### src/rtl/player_bullet_pool_if.sv
// Bundle of game-control inputs and renderer/FSM outputs for the player bullet pool.
// The master drives requests and positions; the slave (the pool) returns bullet state and events.
interface player_bullet_pool_if #(
   parameter int N_SLOTS = 4
);
   localparam int HCW = $clog2(N_SLOTS + 1);

   logic                      tick;
   logic                      clear;
   logic                      attack;
   logic                      defend;
   logic signed [10:0]        xPlayer;
   logic signed [9:0]         yPlayer;
   logic signed [10:0]        xEnemy;
   logic signed [9:0]         yEnemy;
   logic                      enemyQ;
   logic [11*N_SLOTS-1:0]     x_flat;
   logic [10*N_SLOTS-1:0]     y_flat;
   logic [N_SLOTS-1:0]        alive;
   logic                      fired;
   logic                      fire_drop;
   logic                      hit;
   logic [HCW-1:0]            hit_count;

   modport master (
      output tick, clear, attack, defend, xPlayer, yPlayer, xEnemy, yEnemy, enemyQ,
      input  x_flat, y_flat, alive, fired, fire_drop, hit, hit_count
   );

   modport slave (
      input  tick, clear, attack, defend, xPlayer, yPlayer, xEnemy, yEnemy, enemyQ,
      output x_flat, y_flat, alive, fired, fire_drop, hit, hit_count
   );
endinterface

### src/rtl/player_bullet_pool.sv
// Pool of rightward-travelling player bullets: cooldown-gated firing, per-tick motion,
// and enemy hitbox detection (standing or squatting); all outputs registered.
module player_bullet_pool #(
   parameter int N_SLOTS        = 4,
   parameter int COOLDOWN_TICKS = 16,
   parameter int STEP_X         = 8,
   parameter int BULLET_X       = 4,
   parameter int BULLET_Y       = 4,
   parameter int PLAYER_X       = 16,
   parameter int PLAYER_Y       = 32,
   parameter int SQUAT_Y        = 16,
   parameter int MAP_X          = 320
) (
   input  logic                 clk,
   input  logic                 rst,
   player_bullet_pool_if.slave  bus
);
   localparam int HCW = $clog2(N_SLOTS + 1);
   localparam int CDW = $clog2(COOLDOWN_TICKS + 1);

   localparam logic signed [12:0] C_STEP  = 13'(STEP_X);
   localparam logic signed [12:0] C_BX    = 13'(BULLET_X);
   localparam logic signed [12:0] C_PX    = 13'(PLAYER_X);
   localparam logic signed [12:0] C_XLIM  = 13'(MAP_X - BULLET_X);
   localparam logic signed [11:0] C_BY    = 12'(BULLET_Y);
   localparam logic signed [11:0] C_PY    = 12'(PLAYER_Y);
   localparam logic signed [11:0] C_SY    = 12'(SQUAT_Y);

   logic signed [10:0]  r_x [N_SLOTS];
   logic signed [9:0]   r_y [N_SLOTS];
   logic [N_SLOTS-1:0]  r_alive;
   logic [CDW-1:0]      r_cd;
   logic                r_fired;
   logic                r_fire_drop;
   logic [HCW-1:0]      r_hit_count;

   logic signed [12:0]  w_nx [N_SLOTS];
   logic [N_SLOTS-1:0]  w_hit;
   logic [N_SLOTS-1:0]  w_exit;
   logic [N_SLOTS-1:0]  w_alloc;
   logic [N_SLOTS-1:0]  w_alive_nxt;
   logic [CDW-1:0]      w_cd_nxt;
   logic [HCW-1:0]      w_hit_cnt;
   logic                w_free_seen;
   logic                w_fire_ok;
   logic signed [12:0]  w_xe;
   logic signed [11:0]  w_ye;
   logic signed [11:0]  w_hy;
   logic signed [12:0]  w_newx;

   assign w_xe      = {{2{bus.xEnemy[10]}}, bus.xEnemy};
   assign w_ye      = {{2{bus.yEnemy[9]}}, bus.yEnemy};
   assign w_hy      = bus.enemyQ ? C_SY : C_PY;
   assign w_newx    = {{2{bus.xPlayer[10]}}, bus.xPlayer} + C_PX + C_BX;
   assign w_fire_ok = bus.attack && !bus.defend && (r_cd == '0);

   for (genvar g = 0; g < N_SLOTS; g++) begin : g_slot
      logic signed [12:0] w_xs;
      logic signed [11:0] w_ys;
      logic [1:0]         w_unused_nx_hi;

      assign w_xs    = {{2{r_x[g][10]}}, r_x[g]};
      assign w_ys    = {{2{r_y[g][9]}}, r_y[g]};
      assign w_nx[g] = w_xs + C_STEP;
      // Vertical test is written as "not separated" so touching edges still count as a hit.
      assign w_hit[g] = r_alive[g]
                     && (w_nx[g] + C_BX > w_xe - C_PX)
                     && (w_nx[g] - C_BX < w_xe + C_PX)
                     && !(w_ys - C_BY > w_ye + w_hy)
                     && !(w_ys + C_BY < w_ye - w_hy);
      assign w_exit[g] = w_nx[g] > C_XLIM;
      assign w_unused_nx_hi = w_nx[g][12:11];

      assign bus.x_flat[11*g +: 11] = r_x[g];
      assign bus.y_flat[10*g +: 10] = r_y[g];
   end

   logic [1:0] w_unused_newx_hi;
   assign w_unused_newx_hi = w_newx[12:11];

   // NOTE: every variable assigned in this block gets a default first, so no latch is inferred.
   always_comb begin
      w_alive_nxt = r_alive;
      w_cd_nxt    = r_cd;
      w_hit_cnt   = '0;
      w_alloc     = '0;
      w_free_seen = 1'b0;
      for (int i = 0; i < N_SLOTS; i++) begin
         if (w_hit[i]) begin
            w_alive_nxt[i] = 1'b0;
            w_hit_cnt      = w_hit_cnt + HCW'(1);
         end else if (r_alive[i] && w_exit[i]) begin
            w_alive_nxt[i] = 1'b0;
         end
         // Free-slot search looks at start-of-tick occupancy, so slots freed this tick wait.
         if (!r_alive[i] && !w_free_seen) begin
            w_alloc[i]  = w_fire_ok;
            w_free_seen = 1'b1;
         end
      end
      if (r_cd != '0)
         w_cd_nxt = r_cd - CDW'(1);
      if (w_fire_ok && w_free_seen)
         w_cd_nxt = CDW'(COOLDOWN_TICKS);
      w_alive_nxt = w_alive_nxt | w_alloc;
   end

   // NOTE: sequential state uses non-blocking assignments so every register samples pre-edge values.
   always_ff @(posedge clk) begin
      if (rst) begin
         // NOTE: the position arrays are reset too, because renderers read x/y of dead slots.
         for (int i = 0; i < N_SLOTS; i++) begin
            r_x[i] <= '0;
            r_y[i] <= '0;
         end
         r_alive     <= '0;
         r_cd        <= '0;
         r_fired     <= 1'b0;
         r_fire_drop <= 1'b0;
         r_hit_count <= '0;
      end else if (bus.clear) begin
         r_alive     <= '0;
         r_cd        <= '0;
         r_fired     <= 1'b0;
         r_fire_drop <= 1'b0;
         r_hit_count <= '0;
      end else if (bus.tick) begin
         for (int i = 0; i < N_SLOTS; i++) begin
            if (w_alloc[i]) begin
               r_x[i] <= w_newx[10:0];
               r_y[i] <= bus.yPlayer;
            end else if (r_alive[i] && !w_hit[i] && !w_exit[i]) begin
               r_x[i] <= w_nx[i][10:0];
            end
         end
         r_alive     <= w_alive_nxt;
         r_cd        <= w_cd_nxt;
         r_fired     <= w_fire_ok && w_free_seen;
         r_fire_drop <= w_fire_ok && !w_free_seen;
         r_hit_count <= w_hit_cnt;
      end else begin
         r_fired     <= 1'b0;
         r_fire_drop <= 1'b0;
         r_hit_count <= '0;
      end
   end

   assign bus.alive     = r_alive;
   assign bus.fired     = r_fired;
   assign bus.fire_drop = r_fire_drop;
   assign bus.hit_count = r_hit_count;
   assign bus.hit       = (r_hit_count != '0);
endmodule

### src/flat_wrapper.sv
// flat-port wrapper written by rule: the top's interface ports become plain ports
module player_bullet_pool_flat 
#(
   parameter int N_SLOTS        = 4,
   parameter int COOLDOWN_TICKS = 16,
   parameter int STEP_X         = 8,
   parameter int BULLET_X       = 4,
   parameter int BULLET_Y       = 4,
   parameter int PLAYER_X       = 16,
   parameter int PLAYER_Y       = 32,
   parameter int SQUAT_Y        = 16,
   parameter int MAP_X          = 320
)
  (clk, rst, bus_tick, bus_clear, bus_attack, bus_defend, bus_xPlayer, bus_yPlayer, bus_xEnemy, bus_yEnemy, bus_enemyQ, bus_x_flat, bus_y_flat, bus_alive, bus_fired, bus_fire_drop, bus_hit, bus_hit_count);
  player_bullet_pool_if #(.N_SLOTS(N_SLOTS)) bus_i ();
  input  logic clk;
  input  logic rst;
  input wire logic [$bits(bus_i.tick)-1:0] bus_tick;
  input wire logic [$bits(bus_i.clear)-1:0] bus_clear;
  input wire logic [$bits(bus_i.attack)-1:0] bus_attack;
  input wire logic [$bits(bus_i.defend)-1:0] bus_defend;
  input wire logic [$bits(bus_i.xPlayer)-1:0] bus_xPlayer;
  input wire logic [$bits(bus_i.yPlayer)-1:0] bus_yPlayer;
  input wire logic [$bits(bus_i.xEnemy)-1:0] bus_xEnemy;
  input wire logic [$bits(bus_i.yEnemy)-1:0] bus_yEnemy;
  input wire logic [$bits(bus_i.enemyQ)-1:0] bus_enemyQ;
  output wire logic [$bits(bus_i.x_flat)-1:0] bus_x_flat;
  output wire logic [$bits(bus_i.y_flat)-1:0] bus_y_flat;
  output wire logic [$bits(bus_i.alive)-1:0] bus_alive;
  output wire logic [$bits(bus_i.fired)-1:0] bus_fired;
  output wire logic [$bits(bus_i.fire_drop)-1:0] bus_fire_drop;
  output wire logic [$bits(bus_i.hit)-1:0] bus_hit;
  output wire logic [$bits(bus_i.hit_count)-1:0] bus_hit_count;
  assign bus_i.tick = bus_tick;
  assign bus_i.clear = bus_clear;
  assign bus_i.attack = bus_attack;
  assign bus_i.defend = bus_defend;
  assign bus_i.xPlayer = bus_xPlayer;
  assign bus_i.yPlayer = bus_yPlayer;
  assign bus_i.xEnemy = bus_xEnemy;
  assign bus_i.yEnemy = bus_yEnemy;
  assign bus_i.enemyQ = bus_enemyQ;
  assign bus_x_flat = bus_i.x_flat;
  assign bus_y_flat = bus_i.y_flat;
  assign bus_alive = bus_i.alive;
  assign bus_fired = bus_i.fired;
  assign bus_fire_drop = bus_i.fire_drop;
  assign bus_hit = bus_i.hit;
  assign bus_hit_count = bus_i.hit_count;
  player_bullet_pool #(.N_SLOTS(N_SLOTS), .COOLDOWN_TICKS(COOLDOWN_TICKS), .STEP_X(STEP_X), .BULLET_X(BULLET_X), .BULLET_Y(BULLET_Y), .PLAYER_X(PLAYER_X), .PLAYER_Y(PLAYER_Y), .SQUAT_Y(SQUAT_Y), .MAP_X(MAP_X)) u_core (.clk(clk), .rst(rst), .bus(bus_i));
endmodule
### config.mk
export PLATFORM = sky130hd
export DESIGN_NAME = player_bullet_pool_flat
export DESIGN_NICKNAME = d
export VERILOG_FILES = /design/src/rtl/player_bullet_pool_if.sv /design/src/rtl/player_bullet_pool.sv /design/src/flat_wrapper.sv
export SDC_FILE = /design/constraint.sdc
export NUM_CORES = 1
export LEC_CHECK = 0
export ABC_CLOCK_PERIOD_IN_PS = 10500
export CAP_MARGIN = 20
export CORE_MARGIN = 10
export CORE_UTILIZATION = 40
export DETAILED_ROUTE_END_ITERATION = 12
export GPL_ROUTABILITY_DRIVEN = 0
export PLACE_DENSITY = 0.65
export SLEW_MARGIN = 40
export SYNTH_ARGS = -nofsm -noshare
export SYNTH_HDL_FRONTEND = slang
export SYNTH_SLANG_ARGS = --single-unit
### constraint.sdc
create_clock -name clk -period 10.5 [get_ports clk]
set_input_delay 2.1 -clock clk [delete_from_list [all_inputs] [get_ports clk]]
set_output_delay 2.1 -clock clk [all_outputs]
set_load 0.02 [all_outputs]
==> results of run 1 <==
==> cells in the final DEF, fill, tap and decap left out, types with 6 or more instances in the layout <==
master / netlist / final
clkbuf_16: 0 / 9
and2_1: 41 / 41
edfxtp_1: 84 / 84
a21boi_0: 7 / 7
a211oi_1: 9 / 9
dfxtp_1: 14 / 14
a21oi_1: 60 / 60
o31ai_1: 9 / 8
nand3b_1: 6 / 6
nor4_1: 8 / 8
nor3_1: 23 / 22
nor2b_1: 17 / 17
nand3_1: 64 / 64
nand4_1: 22 / 22
xnor2_1: 86 / 85
inv_1: 78 / 78
o211ai_1: 8 / 8
clkdlybuf4s50_1: 0 / 142
ha_1: 207 / 207
or3_1: 8 / 8
and3_1: 37 / 37
xor2_1: 63 / 63
and4_1: 7 / 7
o32ai_1: 9 / 9
nand2b_1: 11 / 11
or2_2: 14 / 14
nor2_1: 90 / 90
nand2_1: 86 / 86
o22ai_1: 28 / 28
a31oi_1: 10 / 10
o21ai_0: 44 / 42
a21o_1: 23 / 23
==> worst min-delay path by stage <==
stage / start / end / slack, ps / cells after the start
detailed placement: u_core.r_cd[1] / u_core.r_cd[1] / 510 / 2
CTS: u_core.r_cd[1] / u_core.r_cd[1] / 530 / 2
global route: u_core.r_cd[1] / u_core.r_cd[1] / 560 / 2
finish: u_core.r_cd[1] / u_core.r_cd[1] / 520 / 2
global placement: u_core.r_cd[4] / u_core.r_cd[4] / 500 / 2
floorplan: u_core.r_cd[1] / u_core.r_cd[1] / 480 / 2
==> state kept, by name (all words and copies together), names as in the netlist <==
name,cells
u_core.bus.fire_drop,1
u_core.r_x,44
u_core.r_y,40
u_core.r_cd,5
u_core.bus.fired,1
u_core.bus.hit_count,3
u_core.bus.alive,4
==> power breakdown <==
group	total, mW	switching [mW]	internal [mW]
Sequential	0.461	0.0266	0.435
Clock	0.338	0.168	0.170
Combinational	0.379	0.221	0.158
Total	1.18	0.415	0.763
==> layer usage <==
metal  wire, microns  part of all wire [%]
met5               0                     0
met4             851                   2.3
met3            2270                   6.2
met2           17100                    47
met1           16300                    45
==> kinds of logic (layout without fill, tap and decap cells) <==
| logic type | after synthesis | after routing |
|---|---|---|
| AO/OA/AOI/OAI | 258 | 258 |
| AND/OR/NAND/NOR | 444 | 444 |
| flip-flops | 98 | 98 |
| multiplexers | 3 | 3 |
| adder cells (fa/ha/maj) | 209 | 209 |
| XOR/XNOR | 150 | 150 |
| buffers and inverters | 113 | 241 |
==> final cells by class <==
cell class / count / area (sq um)
Clock inverter: 7 / 81.3
Tap cell: 378 / 473
Timing Repair Buffer: 147 / 1460
Inverter: 78 / 293
Fill cell: 2662 / 14400
Clock buffer: 9 / 225
Multi-Input combinational cell: 1064 / 8020
Sequential cell: 98 / 2800
==> critical path, stage by stage <==
cell             delay (ps)
clkdlybuf4s50_1         990
inv_1                   140
nand3_1                 150
nor2_1                   50
nor2_1                  630
ha_1                    390
nand4_1                 160
nor3_1                   80
a211o_1                 320
a2111oi_0               390
o311ai_0                300
nor2_1                  320
inv_1                    80
ha_1                    380
xnor2_4                 180
ha_1                    270
o21ai_0                 140
o21ba_1                 160
==> flow_metrics.tcl, run 1 <==
set metrics [dict create \
    status "complete, no violations" \
    antenna_found_initial 0 \
    drc 0 \
    clock_skew_ps 13.8 \
    synthFlopType "edfxtp_1" \
    design_area_sq_um 13400 \
    min_period_ps 6980 \
    ctsHoldBuffers 0 \
    synth_edf_count 84 \
    yosysWarnings 0 \
    hold_viol 0 \
    power.density_nw_per_um2 88.2 \
    ys_types 67 \
    cts_resized 0 \
    ant_nets 0 \
    setup_ws_ps 3520 \
    synth_common_cells "207 x ha_1, 90 x nor2_1, 86 x nand2_1, 86 x xnor2_1, 84 x edfxtp_1" \
    post_cts_buffers 0 \
    crit_fanout 14 \
    grt_pass1_wl_microns 56500 \
    stdcell_count 1781 \
    viasPerCell 5.74 \
    grt_max_degree 22 \
    wl_per_cell_microns 20.5 \
    gr-usage-met3_pct 2.68 \
    drt_iter0_drc 837 \
    dpl-instance-area_sq_um 13000 \
    h-tree-depth 3 \
    clkLatencyLatePin_ps 360 \
    reg2reg_slack_ps 4990 \
    synth-adder-area-share_pct 23.4 \
    port_buffers 142 \
    antenna_cells 0 \
    cp.arrival_ps 7230 \
    dpl.hpwl_microns 29900 \
    drive_above_1_share_pct 3.42 \
    worstSetupPathType "in -> reg" \
    synth_top_area_share_pct 23.1 \
    num_vias 10200 \
    p_leak_nw 5.58 \
    fin_crit_sh_pct 66.5 \
    grt-busiest-layer "met2" \
    synth_fp_nets 1533 \
    use_met2_pct 33.7 \
    core_area_sq_um 27700 \
    max_freq_mhz 143 \
    critPathLaunch "bus_xEnemy[4]" \
    cts_root_buffer "clkbuf_16" \
    numCtsBuffers 9 \
    peakVddDrop_v 0.0000719 \
    place_inst 1765 \
    boundaryPins 143 \
    tritoncts "built" \
    worstHoldPathType "reg -> reg" \
    grt-ovfl-total 0 \
    synth-simple-area-share_pct 20.3 \
    grt_pass1_vias 9880 \
    yosysTopAreaCell "ha_1" \
    met1_usage_pct 26.5 \
    chipHeight_microns 187 \
    clockBufferDepth 2 \
    ys_seq_area_share_pct 25.0 \
    synthesis.area_per_instance_sq_um 8.80 \
    reg2reg_depth 20 \
    grt_setup_unrepaired "no" \
    cts.sinks 98 \
    syn_area_sq_um 11200 \
    reg2reg_from "u_core.r_x[0][3]" \
    cap_violations 0 \
    finalSetupViolations 0 \
    total_power_mw 1.18 \
    synth_compound_area_share_pct 15.3 \
    wl_microns 36500 \
    first_pass_iters 5 \
    synthCells 1275 \
    synth-seq-cells 98 \
    die_x_microns 187 \
    crit_path_start_kind "input pin" \
    final_nets 1656 \
    endpoint "u_core.bus.hit_count[1]" \
    rows 61 \
    holdWs_ps 520 \
    synth_area_leaders "ha_1 23%, edfxtp_1 22%, xnor2_1 6.7%" \
    r2r_end "u_core.bus.hit_count[1]" \
    endpoint_kind "flop" \
    tns_ps 0 \
    design.die.area_sq_um 35100 \
    tightest_slew_ps 885 \
    synthMuxAreaShare_pct 0.279 \
    synth-xor-area-share_pct 11.9 \
    clk_pin_slew_ps 70 \
    ys_async_sr_fraction_pct 0 \
    synth_top_family_by_area "adder cells" \
    finalMaxSlewViolations 0 \
    worstPathRequired_ps 10750 \
    relSlewSlack_pct 40.8 \
    yosysMostFrequentCell "ha_1" \
    utilization_pct 48.2 \
    grt_usage_pct 20.1 \
    start_util_pct 40.5 \
    dp_slack_ps 3290 \
    area_growth_syn_to_layout_pct 19.0 \
]
No activity file was read; power rests on OpenSTA's default activity.
==> inputs of run 2 (changes only) <==
- ABC_CLOCK_PERIOD_IN_PS: 10500 -> 6100
- PLACE_DENSITY: 0.65 -> 0.67
- clock period: 10.5 -> 6.1 ns (I/O delays scaled with it)
==> flow_metrics.tcl, run 2 (synthesis gave the netlist of run 1 again) <==
set metrics [dict create \
    grt_pass1_wl_microns 55400 \
    tns_ps 0 \
    combPwrFrac_pct 32.9 \
    fin_crit_sh_pct 87.8 \
    area_growth_syn_to_layout_pct 20.7 \
    path_buf_inv 3 \
    utilization_pct 48.9 \
    grt_setup_unrepaired "no" \
    drt_iter0_drc 728 \
    grt_usage_pct 19.8 \
    path_cells "clkdlybuf4s50_1, inv_1, ha_1, nor2_1, nor3_1, nand2_1, xor2_1, ha_1, and3_1, a21oi_1, or2_2, o311ai_0, nor2_1, inv_1, ha_1, xnor2_4, ha_1, o21ai_0, o21ba_1" \
    post_cts_buffers 0 \
    ant_nets 0 \
    start_util_pct 40.5 \
    num_vias 10300 \
    worstHoldPathType "reg -> reg" \
    clock_skew_ps 9.59 \
    cts_root_buffer "clkbuf_16" \
    final_common_cell "ha_1" \
    cts_resized 0 \
    worstPathRequired_ps 6340 \
    port_buffers 142 \
    pwr-share-seq_pct 39.1 \
    clockBufferDepth 2 \
    core_area_sq_um 27700 \
    dp_slack_ps 415 \
    place_inst 1796 \
    finalMaxSlewViolations 0 \
    ctsHoldBuffers 0 \
    top_regs "u_core.r_x: 44 flops, u_core.r_y: 40 flops, u_core.r_cd: 5 flops" \
    final_cell_mix "207 x ha_1, 142 x clkdlybuf4s50_1, 90 x nor2_1" \
    endpoint_kind "flop" \
    worstSetupPathType "in -> reg" \
    h-tree-depth 3 \
    path_common_cell "ha_1" \
    peakVddDrop_v 0.000130 \
    crit_fanout 4 \
    wl_microns 36500 \
    relSlewSlack_pct 42.5 \
    numCtsBuffers 9 \
    final_nets 1687 \
    regMostFlops "u_core.r_x" \
    max_stage_delay_ps 540 \
    p_sw_share_pct 34.7 \
    antenna_found_initial 0 \
    boundaryPins 143 \
    grt_max_degree 21 \
    dpl-instance-area_sq_um 13200 \
    switching_power_mw 0.706 \
    grt_pass1_vias 9782 \
    pwr-share-clk_pct 28.0 \
    drive_above_1_share_pct 5.23 \
    cap_violations 0 \
    cpLargestDelayFamily "adder cells" \
    grt-ovfl-total 0 \
    first_pass_iters 5 \
    drc 0 \
    finalSetupViolations 0 \
    internal-power_mw 1.33 \
    cp.arrival_ps 5600 \
    rows 61 \
    stdcell_count 1812 \
    tritoncts "built" \
    max_freq_mhz 187 \
    setup_ws_ps 744 \
    slowest_stage "clkdlybuf4s50_1" \
    clkLatencyLatePin_ps 350 \
    min_period_ps 5360 \
    status "complete, no violations" \
    p_leak_nw 5.72 \
    die_x_microns 187 \
    tightest_slew_ps 857 \
    viasPerCell 5.67 \
    chipHeight_microns 187 \
    cts.sinks 98 \
    antenna_cells 0 \
    design_area_sq_um 13500 \
    wl_per_cell_microns 20.1 \
    crit_path_start_kind "input pin" \
    largest_reg_flops 44 \
    hold_viol 0 \
    power.density_nw_per_um2 150 \
    clk_pin_slew_ps 70 \
    design.die.area_sq_um 35100 \
    dpl.hpwl_microns 30000 \
]
## run 2: power groups by stage
stage	Clock [mW]	Combinational [mW]	Sequential, mW
finish	0.569	0.669	0.795
global route	0.603	0.739	0.798
CTS	0.580	0.664	0.794
detailed placement	0	0.659	0.809
global placement	0	0.644	0.809
floorplan	0	0.388	0.813
## run 2: layer usage
metal | track usage, % | vias up | part of all wire [%] | wire length [microns]
li1 | - | 4997 | - | -
met1 | 25.6 | 4875 | 45 | 16200
met2 | 33.7 | 345 | 47 | 17300
met3 | 2.22 | 59 | 5.2 | 1910
met4 | 6.09 | 0 | 2.8 | 1010
met5 | 0 | - | 0 | 0
## run 2: final cells by class
| class | count | area, sq um |
|---|---|---|
| flip-flops and latches | 98 | 2800 |
| clock inverters | 7 | 73.8 |
| clock buffers | 9 | 225 |
| fillers | 2634 | 14200 |
| repair buffers | 178 | 1690 |
| inverters | 78 | 293 |
| multi-input cells | 1064 | 7990 |
| well taps | 378 | 473 |
## run 2: worst paths after layout
path / startpoint / endpoint / slack (ps) / cells after the start
min: u_core.r_cd[4] / u_core.r_cd[4] / 520 / 2
max reg2reg: u_core.r_x[0][4] / u_core.bus.hit_count[1] / 810 / 20
max: bus_enemyQ / u_core.bus.hit_count[1] / 740 / 19
min reg2reg: u_core.r_cd[4] / u_core.r_cd[4] / 520 / 2
## run 2: per-stage QoR
stage | hold slack, ps | total power, mW
final | 521 | 2.03
after floorplan | 478 | 1.20
after global placement | 501 | 1.45
after CTS | 526 | 2.04
after global routing | 567 | 2.14
after detailed placement | 507 | 1.47
## run 2: worst min-delay path, stage by stage (launching register included)
cell,delay (ps)
dfxtp_1,340
a22oi_1,70
nor2_1,70
